`src/rtl/sand_mem_pkg.sv`:
```
// Shared types for the sand SDRAM arbiter: widths, requester IDs, command record and FSM states.
package sand_mem_pkg;

    localparam int MEM_AW  = 24;
    localparam int MEM_DW  = 16;
    localparam int NUM_REQ = 3;

    typedef enum logic [1:0] {
        REQ_HPS  = 2'd0,
        REQ_VGA  = 2'd1,
        REQ_PHYS = 2'd2
    } req_id_t;

    typedef enum logic [0:0] {
        ST_IDLE  = 1'b0,
        ST_ISSUE = 1'b1
    } arb_state_t;

    typedef struct packed {
        logic              we;
        logic [MEM_AW-1:0] addr;
        logic [MEM_DW-1:0] wdata;
    } mem_cmd_t;

    function automatic logic [NUM_REQ-1:0] id_onehot(input logic [1:0] id);
        logic [NUM_REQ-1:0] vec;
        case (id)
            2'd0:    vec = 3'b001;
            2'd1:    vec = 3'b010;
            2'd2:    vec = 3'b100;
            default: vec = 3'b000;
        endcase
        return vec;
    endfunction

    // First eligible requester in the given search order; falls through to the last entry.
    function automatic logic [1:0] pick_first(input logic [NUM_REQ-1:0] elig,
                                              input logic [1:0] first,
                                              input logic [1:0] second,
                                              input logic [1:0] third);
        logic [1:0] sel;
        if (elig[first]) begin
            sel = first;
        end else if (elig[second]) begin
            sel = second;
        end else begin
            sel = third;
        end
        return sel;
    endfunction

endpackage

```
`src/rtl/arb_tag_fifo.sv`:
```
// In-order FIFO of requester tags for reads that are in flight on the SDRAM bus.
module arb_tag_fifo #(
    parameter int DEPTH = 4
) (
    input  logic       clock,
    input  logic       reset,
    input  logic       push,
    input  logic [1:0] push_tag,
    input  logic       pop,
    output logic [1:0] pop_tag,
    output logic       full,
    output logic       empty
);

    localparam int PW = (DEPTH > 1) ? $clog2(DEPTH) : 1;
    localparam logic [PW-1:0] PTR_ZERO = {PW{1'b0}};
    localparam logic [PW-1:0] PTR_ONE  = PW'(1);
    localparam logic [PW:0]   CNT_ZERO = {(PW+1){1'b0}};
    localparam logic [PW:0]   CNT_ONE  = (PW+1)'(1);
    localparam logic [PW:0]   CNT_FULL = (PW+1)'(DEPTH);

    logic [1:0]    tags_r [DEPTH];
    logic [PW-1:0] wr_ptr_r;
    logic [PW-1:0] rd_ptr_r;
    logic [PW:0]   count_r;
    logic          do_push_s;
    logic          do_pop_s;

    assign full      = (count_r == CNT_FULL);
    assign empty     = (count_r == CNT_ZERO);
    assign do_pop_s  = pop & ~empty;
    // A pop in the same cycle frees a slot, so a push on a full FIFO is still taken.
    assign do_push_s = push & (~full | do_pop_s);
    assign pop_tag   = tags_r[rd_ptr_r];

    // Tag storage, pointers and occupancy
    always_ff @(posedge clock or posedge reset) begin
        if (reset) begin
            for (int i = 0; i < DEPTH; i++) begin
                tags_r[i] <= 2'b00;
            end
            wr_ptr_r <= PTR_ZERO;
            rd_ptr_r <= PTR_ZERO;
            count_r  <= CNT_ZERO;
        end else begin
            if (do_push_s) begin
                tags_r[wr_ptr_r] <= push_tag;
                wr_ptr_r         <= wr_ptr_r + PTR_ONE;
            end
            if (do_pop_s) begin
                rd_ptr_r <= rd_ptr_r + PTR_ONE;
            end
            case ({do_push_s, do_pop_s})
                2'b10:   count_r <= count_r + CNT_ONE;
                2'b01:   count_r <= count_r - CNT_ONE;
                default: count_r <= count_r;
            endcase
        end
    end

endmodule

```
`src/rtl/sand_mem_arbiter.sv`:
```
// Three-way SDRAM Avalon-MM arbiter (HPS, VGA, physics) with in-order read return routing.
// Build option SAND_ARB_ROUND_ROBIN_EN selects round-robin instead of fixed priority with physics aging.
module sand_mem_arbiter
    import sand_mem_pkg::*;
#(
    parameter int MEM_AW          = sand_mem_pkg::MEM_AW,
    parameter int MEM_DW          = sand_mem_pkg::MEM_DW,
    parameter int MAX_OUTSTANDING = 4,
    parameter int STARVE_LIMIT    = 64
) (
    input  logic                           clock,
    input  logic                           reset,
    input  logic [NUM_REQ-1:0]             req,
    input  logic [NUM_REQ-1:0]             req_we,
    input  logic [NUM_REQ-1:0][MEM_AW-1:0] req_addr,
    input  logic [NUM_REQ-1:0][MEM_DW-1:0] req_wdata,
    output logic [NUM_REQ-1:0]             req_gnt,
    output logic [NUM_REQ-1:0]             rsp_valid,
    output logic [MEM_DW-1:0]              rsp_data,
    output logic [MEM_AW-1:0]              mem_address,
    output logic                           mem_read,
    output logic                           mem_write,
    output logic [MEM_DW-1:0]              mem_writedata,
    input  logic                           mem_waitrequest,
    input  logic                           mem_readdatavalid,
    input  logic [MEM_DW-1:0]              mem_readdata,
    output logic                           protocol_err
);

    arb_state_t          state_r, state_nxt_s;
    req_id_t             winner_r, winner_nxt_s, win_id_s;
    logic                win_valid_s;
    logic [NUM_REQ-1:0]  eligible_s;
    logic [NUM_REQ-1:0]  gnt_s;
    mem_cmd_t            cmd_sel_s;

    logic                mem_read_r, mem_read_nxt_s;
    logic                mem_write_r, mem_write_nxt_s;
    logic [MEM_AW-1:0]   mem_address_r, mem_address_nxt_s;
    logic [MEM_DW-1:0]   mem_writedata_r, mem_writedata_nxt_s;

    logic                tag_push_s, tag_pop_s, tag_full_s, tag_empty_s;
    logic [1:0]          tag_head_s;

    logic [NUM_REQ-1:0]  rsp_valid_r;
    logic [MEM_DW-1:0]   rsp_data_r;
    logic                protocol_err_r;

    assign req_gnt       = gnt_s;
    assign mem_read      = mem_read_r;
    assign mem_write     = mem_write_r;
    assign mem_address   = mem_address_r;
    assign mem_writedata = mem_writedata_r;
    assign rsp_valid     = rsp_valid_r;
    assign rsp_data      = rsp_data_r;
    assign protocol_err  = protocol_err_r;

    // Reads need a free tag slot; writes are always eligible
    always_comb begin
        eligible_s = req & (req_we | {NUM_REQ{~tag_full_s}});
    end

`ifdef SAND_ARB_ROUND_ROBIN_EN
    req_id_t last_winner_r;

    // Round-robin search starting after the most recently granted requester
    always_comb begin
        win_valid_s = |eligible_s;
        case (last_winner_r)
            REQ_HPS: win_id_s = req_id_t'(pick_first(eligible_s, 2'd1, 2'd2, 2'd0));
            REQ_VGA: win_id_s = req_id_t'(pick_first(eligible_s, 2'd2, 2'd0, 2'd1));
            default: win_id_s = req_id_t'(pick_first(eligible_s, 2'd0, 2'd1, 2'd2));
        endcase
    end

    // Remember the last granted requester; reset value makes HPS first in line
    always_ff @(posedge clock or posedge reset) begin
        if (reset) begin
            last_winner_r <= REQ_PHYS;
        end else if (gnt_s != 3'b000) begin
            last_winner_r <= winner_r;
        end else begin
            last_winner_r <= last_winner_r;
        end
    end
`else
    localparam int CNT_W = $clog2(STARVE_LIMIT + 1);
    localparam logic [CNT_W-1:0] STARVE_MAX = CNT_W'(STARVE_LIMIT);
    localparam logic [CNT_W-1:0] CNT_ONE    = CNT_W'(1);

    logic [CNT_W-1:0] starve_cnt_r;
    logic             starve_hit_s;
    logic             phys_win_s;

    assign starve_hit_s = (starve_cnt_r >= STARVE_MAX);

    // Fixed priority HPS > VGA > physics, unless physics has aged out
    always_comb begin
        win_valid_s = |eligible_s;
        if (starve_hit_s && eligible_s[2]) begin
            win_id_s = REQ_PHYS;
        end else begin
            win_id_s = req_id_t'(pick_first(eligible_s, 2'd0, 2'd1, 2'd2));
        end
    end

    // Whether physics owns the current arbitration (IDLE) or the command in flight (ISSUE)
    always_comb begin
        if (state_r == ST_IDLE) begin
            phys_win_s = win_valid_s && (win_id_s == REQ_PHYS);
        end else begin
            phys_win_s = (winner_r == REQ_PHYS);
        end
    end

    // Physics aging counter, saturating at the starvation limit
    always_ff @(posedge clock or posedge reset) begin
        if (reset) begin
            starve_cnt_r <= {CNT_W{1'b0}};
        end else if (!req[2] || gnt_s[2]) begin
            starve_cnt_r <= {CNT_W{1'b0}};
        end else if (!phys_win_s && (starve_cnt_r < STARVE_MAX)) begin
            starve_cnt_r <= starve_cnt_r + CNT_ONE;
        end else begin
            starve_cnt_r <= starve_cnt_r;
        end
    end
`endif

    // Command fields of the current arbitration winner
    always_comb begin
        cmd_sel_s.we    = req_we[win_id_s];
        cmd_sel_s.addr  = req_addr[win_id_s];
        cmd_sel_s.wdata = req_wdata[win_id_s];
    end

    // Next state, next bus command, grant pulse and tag push
    always_comb begin
        state_nxt_s         = state_r;
        winner_nxt_s        = winner_r;
        mem_read_nxt_s      = mem_read_r;
        mem_write_nxt_s     = mem_write_r;
        mem_address_nxt_s   = mem_address_r;
        mem_writedata_nxt_s = mem_writedata_r;
        gnt_s               = 3'b000;
        tag_push_s          = 1'b0;
        case (state_r)
            ST_IDLE: begin
                if (win_valid_s) begin
                    winner_nxt_s        = win_id_s;
                    mem_read_nxt_s      = ~cmd_sel_s.we;
                    mem_write_nxt_s     = cmd_sel_s.we;
                    mem_address_nxt_s   = cmd_sel_s.addr;
                    mem_writedata_nxt_s = cmd_sel_s.wdata;
                    state_nxt_s         = ST_ISSUE;
                end else begin
                    mem_read_nxt_s  = 1'b0;
                    mem_write_nxt_s = 1'b0;
                end
            end
            ST_ISSUE: begin
                // Accepted this cycle: grant now, drop the command on the next edge
                if (!mem_waitrequest) begin
                    gnt_s           = id_onehot(winner_r);
                    tag_push_s      = mem_read_r;
                    mem_read_nxt_s  = 1'b0;
                    mem_write_nxt_s = 1'b0;
                    state_nxt_s     = ST_IDLE;
                end else begin
                    state_nxt_s = ST_ISSUE;
                end
            end
            default: begin
                mem_read_nxt_s  = 1'b0;
                mem_write_nxt_s = 1'b0;
                state_nxt_s     = ST_IDLE;
            end
        endcase
    end

    // FSM state and registered Avalon command outputs
    always_ff @(posedge clock or posedge reset) begin
        if (reset) begin
            state_r         <= ST_IDLE;
            winner_r        <= REQ_HPS;
            mem_read_r      <= 1'b0;
            mem_write_r     <= 1'b0;
            mem_address_r   <= {MEM_AW{1'b0}};
            mem_writedata_r <= {MEM_DW{1'b0}};
        end else begin
            state_r         <= state_nxt_s;
            winner_r        <= winner_nxt_s;
            mem_read_r      <= mem_read_nxt_s;
            mem_write_r     <= mem_write_nxt_s;
            mem_address_r   <= mem_address_nxt_s;
            mem_writedata_r <= mem_writedata_nxt_s;
        end
    end

    assign tag_pop_s = mem_readdatavalid & ~tag_empty_s;

    arb_tag_fifo #(
        .DEPTH (MAX_OUTSTANDING)
    ) u_tag_fifo (
        .clock    (clock),
        .reset    (reset),
        .push     (tag_push_s),
        .push_tag (winner_r),
        .pop      (tag_pop_s),
        .pop_tag  (tag_head_s),
        .full     (tag_full_s),
        .empty    (tag_empty_s)
    );

    // Route returned read data to its owner; an untagged return is dropped and flagged
    always_ff @(posedge clock or posedge reset) begin
        if (reset) begin
            rsp_valid_r    <= 3'b000;
            rsp_data_r     <= {MEM_DW{1'b0}};
            protocol_err_r <= 1'b0;
        end else if (mem_readdatavalid && !tag_empty_s) begin
            rsp_valid_r <= id_onehot(tag_head_s);
            rsp_data_r  <= mem_readdata;
        end else begin
            rsp_valid_r <= 3'b000;
            if (mem_readdatavalid) begin
                protocol_err_r <= 1'b1;
            end else begin
                protocol_err_r <= protocol_err_r;
            end
        end
    end

endmodule

```
`config.mk`:
```
export PLATFORM = sky130hd
export DESIGN_NAME = sand_mem_arbiter
export DESIGN_NICKNAME = d
export VERILOG_FILES = /design/src/rtl/sand_mem_pkg.sv /design/src/rtl/arb_tag_fifo.sv /design/src/rtl/sand_mem_arbiter.sv
export SDC_FILE = /design/constraint.sdc
export NUM_CORES = 1
export LEC_CHECK = 0
export BUFFER_PORTS_ARGS = -buffer_cell sky130_fd_sc_hd__buf_2
export CAP_MARGIN = 20
export CORE_MARGIN = 2
export CORE_UTILIZATION = 35
export CTS_BUF_LIST = sky130_fd_sc_hd__clkbuf_4 sky130_fd_sc_hd__clkbuf_8 sky130_fd_sc_hd__clkbuf_16
export DETAILED_ROUTE_END_ITERATION = 6
export GPL_TIMING_DRIVEN = 0
export HOLD_SLACK_MARGIN = 0.06
export PLACE_DENSITY = 0.68
export RECOVER_POWER = 25
export SYNTH_ARGS = -nofsm -noshare
export SYNTH_HDL_FRONTEND = slang
export SYNTH_SLANG_ARGS = --single-unit
```
`constraint.sdc`:
```
create_clock -name clock -period 3.7 [get_ports clock]
set_input_delay 0.74 -clock clock [delete_from_list [all_inputs] [get_ports clock]]
set_output_delay 0.74 -clock clock [all_outputs]
set_load 0.05 [all_outputs]
```
# Word-level counts from Yosys, hierarchy flattened
# Index checks and enable logic that the tools add are counted.
[totals]
register_bits = 87
inputBits = 146
output_inout_bits = 65
elab_cells = 101
[op_classes]
add_sub_neg = 5
n_lt_le_gt_ge = 6
n_eq_ne = 9
n_mux = 34
bitwise = 13
n_reduce_logical = 17
[ops]
columns = ["cell", "count"]
rows = [
  ["24-bit binary-select mux with 2-bit select", 1],
  ["16-bit binary-select mux with 2-bit select", 1],
  ["24-bit 2-to-1 mux", 1],
  ["3-bit case mux with 3 select lines", 2],
  ["16-bit 2-to-1 mux", 1],
  ["7-bit 2-to-1 mux", 2],
  ["2-bit 2-to-1 mux", 6],
  ["1-bit 2-to-1 mux", 9],
  ["3-bit 2-to-1 mux", 3],
  ["8-bit bitwise mux", 1],
  ["2-bit equality test (second input constant)", 4],
  ["7-bit by 1-bit adder with 7-bit output (second input constant)", 1],
  ["7-bit >= comparator (second input constant)", 1],
  ["7-bit less-than comparator (second input constant)", 1],
  ["2-bit by 1-bit equality test with 1-bit output (second input constant)", 3],
  ["3-bit >= comparator (second input constant)", 2],
  ["2-bit inverter with 3-bit output", 2],
  ["1-bit case mux with 2 select lines", 3],
  ["3-bit case mux with 2 select lines", 1],
  ["1-bit logical AND", 5],
  ["1-bit inverter", 5],
  ["2-bit by 1-bit adder with 2-bit output (second input constant)", 2],
  ["2-bit binary-select mux with 2-bit select", 1],
  ["2-bit demux with 2-bit select", 1],
  ["other kinds (18)", 25],
]

# Logic depth before layout (Yosys ltp)
[logic_depth]
depth_word = 14
depth_mapped = 11
ltp_nobuf = 9

# Modules after synthesis
# A second synthesis with hierarchy kept.
[hier_totals]
cells_unflattened = 441
hier_area_um2 = 4533.1
[modules_own_cells]
columns = ["module", "n_inst", "cells_each", "area_each_um2", "seq_area_each_um2"]
rows = [
  ["sand_mem_arbiter", 1, 381, 3747.3, 1801.7],
  ["arb_tag_fifo", 1, 60, 785.8, 375.4],
]

# Least setup slack after synthesis
# OpenSTA, ideal clock, no wires.
[synth_path]
path_kind = "input port to flip-flop"
from = "input mem_waitrequest"
to = "register starve_cnt_r[6]"
setup_time_ns = 0.124
arrival_time_ns = 3.047
setup_slack_ns = 0.530
cell_stages = 5
cell_sequence = "nor4bb_1 > nor2b_1 > clkbuf_1 > nand3_1 > o31ai_1"
[synth_between]
elab_chain_len = 4
word_cells_on_any_way = 5
[synth_lines]
columns = ["item", "line_no", "source"]
rows = [
  ["start: declaration", "sand_mem_arbiter.sv:24", "input logic mem_waitrequest,"],
  ["3-bit 2-to-1 mux (*)", "sand_mem_arbiter.sv:163", "if (!mem_waitrequest) begin"],
  ["3-bit 2-to-1 mux (*)", "sand_mem_arbiter.sv:147", "case (state_r)"],
  ["1-bit logical OR (*)", "sand_mem_arbiter.sv:120", "end else if (!req[2] || gnt_s[2]) begin"],
  ["7-bit 2-to-1 mux / 2-bit nonzero test (equally long branches)", "--", ""],
  ["end signal: assignment", "sand_mem_arbiter.sv:119", "starve_cnt_r <= {CNT_W{1'b0}};"],
  ["end signal: assignment", "sand_mem_arbiter.sv:121", "starve_cnt_r <= {CNT_W{1'b0}};"],
  ["end signal: assignment", "sand_mem_arbiter.sv:123", "starve_cnt_r <= starve_cnt_r + CNT_ONE;"],
  ["end: declaration", "sand_mem_arbiter.sv:91", "logic [CNT_W-1:0] starve_cnt_r;"],
]
# Mark *: on every way between the ends. The rest lies on a longest branch, timed or not.
# A chain may end at the register's enable or synchronous reset.

# Worst setup path after layout
[layout_path]
from = "register u_tag_fifo.count_r[0]"
to = "register u_tag_fifo.count_r[2]"
[layout_between]
elab_chain_len = 8
word_cells_on_any_way = 14
[layout_lines]
columns = ["item", "line_no", "source"]
rows = [
  ["start: declaration", "arb_tag_fifo.sv:25", "logic [PW:0] count_r;"],
  ["start signal: assignment", "arb_tag_fifo.sv:54", "2'b10: count_r <= count_r + CNT_ONE;"],
  ["start signal: assignment", "arb_tag_fifo.sv:55", "2'b01: count_r <= count_r - CNT_ONE;"],
  ["start signal: assignment", "arb_tag_fifo.sv:56", "default: count_r <= count_r;"],
  ["3-bit zero test", "arb_tag_fifo.sv:30", "assign empty = (count_r == CNT_ZERO);"],
  ["1-bit inverter", "arb_tag_fifo.sv:31, sand_mem_arbiter.sv:200", ""],
  ["1-bit bitwise AND", "sand_mem_arbiter.sv:200", "assign tag_pop_s = mem_readdatavalid & ~tag_empty_s;"],
  ["1-bit bitwise AND", "arb_tag_fifo.sv:31", "assign do_pop_s = pop & ~empty;"],
  ["1-bit OR", "arb_tag_fifo.sv:33", "assign do_push_s = push & (~full | do_pop_s);"],
  ["1-bit bitwise AND", "arb_tag_fifo.sv:33", ""],
  ["2-bit by 1-bit equality test with 1-bit output / 2-bit equality test (equally long branches)", "arb_tag_fifo.sv:53", "case ({do_push_s, do_pop_s})"],
  ["3-bit case mux with 2 select lines / 2-bit nonzero test (equally long branches)", "--", ""],
]
# Several ways; a longest one is shown, not always the timed one.

==> qor.csv <==
metric;value;unit
grt_pass1_wl;24200;um
skew;3.10;ps
cts_tree;yes;
mostFrequentLayoutCells;buf_2, dfrtp_1, nand2_1;
fillers;1276;
port_buffers;208;
setup_viol;0;
insertion_delay;340;ps
maxCapViolations;0;
synth_warnings;0;
place_inst;850;
arrival;2980;ps
wire_per_inst;17.4;um
fin_cells;866;
ys_ff_latch;87;
drcViolationCount;0;
grt_max_degree;58;
critPathLaunchType;flop;
path_buf_inv;4;
met1_usage;28.0;%
p_per_area;842;mW/mm^2
final_common_cell;buf_2;
drt_iter0_markers;275;
root_buffer;clkbuf_16;
syn_nets;618;
status;finished clean;
core;0.0131;sq mm
yosysUniqueCellTypes;45;
io_pins;211;
htreeDepth;3;
gr-usage-met3;3.45;%
routed_wl;15100;um
gp_congestion;0.873;
synthArstFlopShare;100;%
vias_per_cell;5.52;
rsz0062_at_grt;no;
hold_viol;0;
die_w;119;um
cts_setup_buffers;0;
antennaDiodeCount;0;
finalPower;5.26;mW
drive_above_1_share;36.2;%
ir_drop;0.000406;V
crit_type;reg -> reg;
cp_slowest_stage_delay;540;ps
dr.pass1.iters;4;
critPathRequiredTime;3970;ps
cts.sinks;87;
initial_utilization;35.4;%
yosysSeqAreaShare;46.7;%
crit_chain;clkbuf_1 > or3b_2 > o2111a_1 > clkbuf_1 > inv_1 > ha_1 > inv_1 > fa_1 > xor2_1 > nor2_1 > xor2_1;
grt.overflow.total;0;
die_area;0.0142;sq mm
cts.path.max_buffers;2;
cts_made_buffers;9;
grt_pass1_vias;4826;
period_needed;2710;ps
ys.flop_type;dfrtp_1;
grt_use_met2;35.0;%
multi_input_area;0.00216;sq mm
synth_edf_count;0;
clk_pin_slew;60;ps
nets;839;
slew_violations;0;
hp-class;reg -> reg;
finalCritPeriodShare;73.4;%
worstSetupEndpointType;flop;
cp_top_family;simple AND/OR/NAND/NOR gates;
avgSynthCellArea;10.0;sq um
cts-resized-gates;0;
p_leak;3.05;nW
synth_area;0.00466;sq mm
hpwl;11400;um
row_count;42;
seq_area;0.00218;sq mm
area_delta_synth_final;34.2;%
final_area;0.00625;sq mm
drtAntennaViolNets;0;
crit_slowest_cell;or3b_2;
cp_max_fo;8;
relSlewSlack;2.93;%
fmax;0.368;GHz
placed_cell_area;0.00595;sq mm
antenna_found_initial;0;
syn-instance-count;464;
vias;4776;
grt_usage;21.4;%
die_y;119;um
grt-busiest-layer;met2;
worst_slew_pin_slew;1460;ps
hold_buffers;0;
==> state kept, by name (all words and copies together) (netlist names), 2 cells and up <==
signal               cells
starve_cnt_r             7
u_tag_fifo.tags_r        8
u_tag_fifo.wr_ptr_r      2
mem_writedata           16
u_tag_fifo.rd_ptr_r      2
u_tag_fifo.count_r       3
mem_address             24
rsp_data                16
winner_r                 2
rsp_valid                3
==> final cells by class <==
cell class,instances,area share (%)
clock inverters,5,1.30
well taps,176,3.52
plain buffers,50,4.10
clock buffers,11,3.94
multi-input cells,312,34.6
repair buffers,210,16.8
inverters,15,0.921
flip-flops and latches,87,34.8
==> kinds of logic (layout without fill, tap and decap cells) <==
family | after synthesis | count (layout) | synth area share [%]
XOR/XNOR | 6 | 6 | 1.13
multiplexers | 17 | 17 | 4.41
adder cells (fa/ha/maj) | 8 | 8 | 2.31
AND/OR/NAND/NOR | 139 | 139 | 14.4
buffers and inverters | 65 | 291 | 6.88
AO/OA/AOI/OAI | 142 | 142 | 24.1
flip-flops | 87 | 87 | 46.7
==> final timing paths <==
kind	cells after the start	slack, ps	to	from
setup / recovery	11	990	u_tag_fifo.count_r[2]	u_tag_fifo.count_r[0]
hold / removal	2	470	rsp_data[1]	rsp_data[1]
setup reg to reg	11	990	u_tag_fifo.count_r[2]	u_tag_fifo.count_r[0]
hold reg to reg	2	470	rsp_data[1]	rsp_data[1]
max in group asynchronous	3	1000	mem_address[17]	reset
min in group asynchronous	2	700	rsp_data[7]	reset
==> worst reg2reg max path, stage by stage (launching register included) <==
cell	delay (ps)
dfrtp_1	350
clkbuf_1	180
or3b_2	540
o2111a_1	240
clkbuf_1	190
inv_1	90
ha_1	190
inv_1	70
fa_1	370
xor2_1	150
nor2_1	110
xor2_1	150
==> power breakdown <==
group	total [mW]	switching, mW	internal, mW
Sequential	1.58	0.251	1.33
Clock	1.01	0.387	0.618
Combinational	2.68	1.88	0.804
Total	5.26	2.51	2.75
==> synthesized netlist by cell type, drive strengths merged, types with 2 or more instances <==
library cell   n  area [sq um]
nor4b          3          26.3
mux2i          7          70.1
ha             7          87.6
a211oi         2          15.0
mux4           2          45.0
nor2b          3          18.8
o21ai          5          25.0
nand2b         6          37.5
a221o         40           400
inv           14          52.6
xor2           2          17.5
nor3b          4          30.0
nand4          3          18.8
nand3         42           210
buf           17           140
nand3b         2          15.0
xnor2          4          35.0
mux2           8          90.1
clkbuf        33           124
a21o           3          22.5
o2111ai       40           350
nor3           3          15.0
dfrtp         87          2180
or4b           2          20.0
nand2         66           248
a21oi         42           210
o21a           2          15.0
nor2           2          7.51
==> layer usage <==
layer  share of wire, %  up-vias
met3                6.5       27
met4                2.4        0
met2                 47      229
met1                 44     2321
met5                  0        -
li1                   -     2199
==> through the flow <==
| stage | setup slack [ps] | utilization [%] | hold WS [ps] | TNS, ps |
|---|---|---|---|---|
| 2_1_floorplan | 530 | - | 474 | 0 |
| 3_3_place_gp | -371 | 45.0 | 447 | -31540 |
| 3_5_place_dp | 982 | 45.3 | 458 | 0 |
| 4_1_cts | 986 | 47.8 | 412 | 0 |
| 5_1_grt | 491 | 47.6 | 498 | 0 |
| 6_report | 985 | 47.6 | 468 | 0 |
Note: power is estimated with default switching activity, not from simulation.
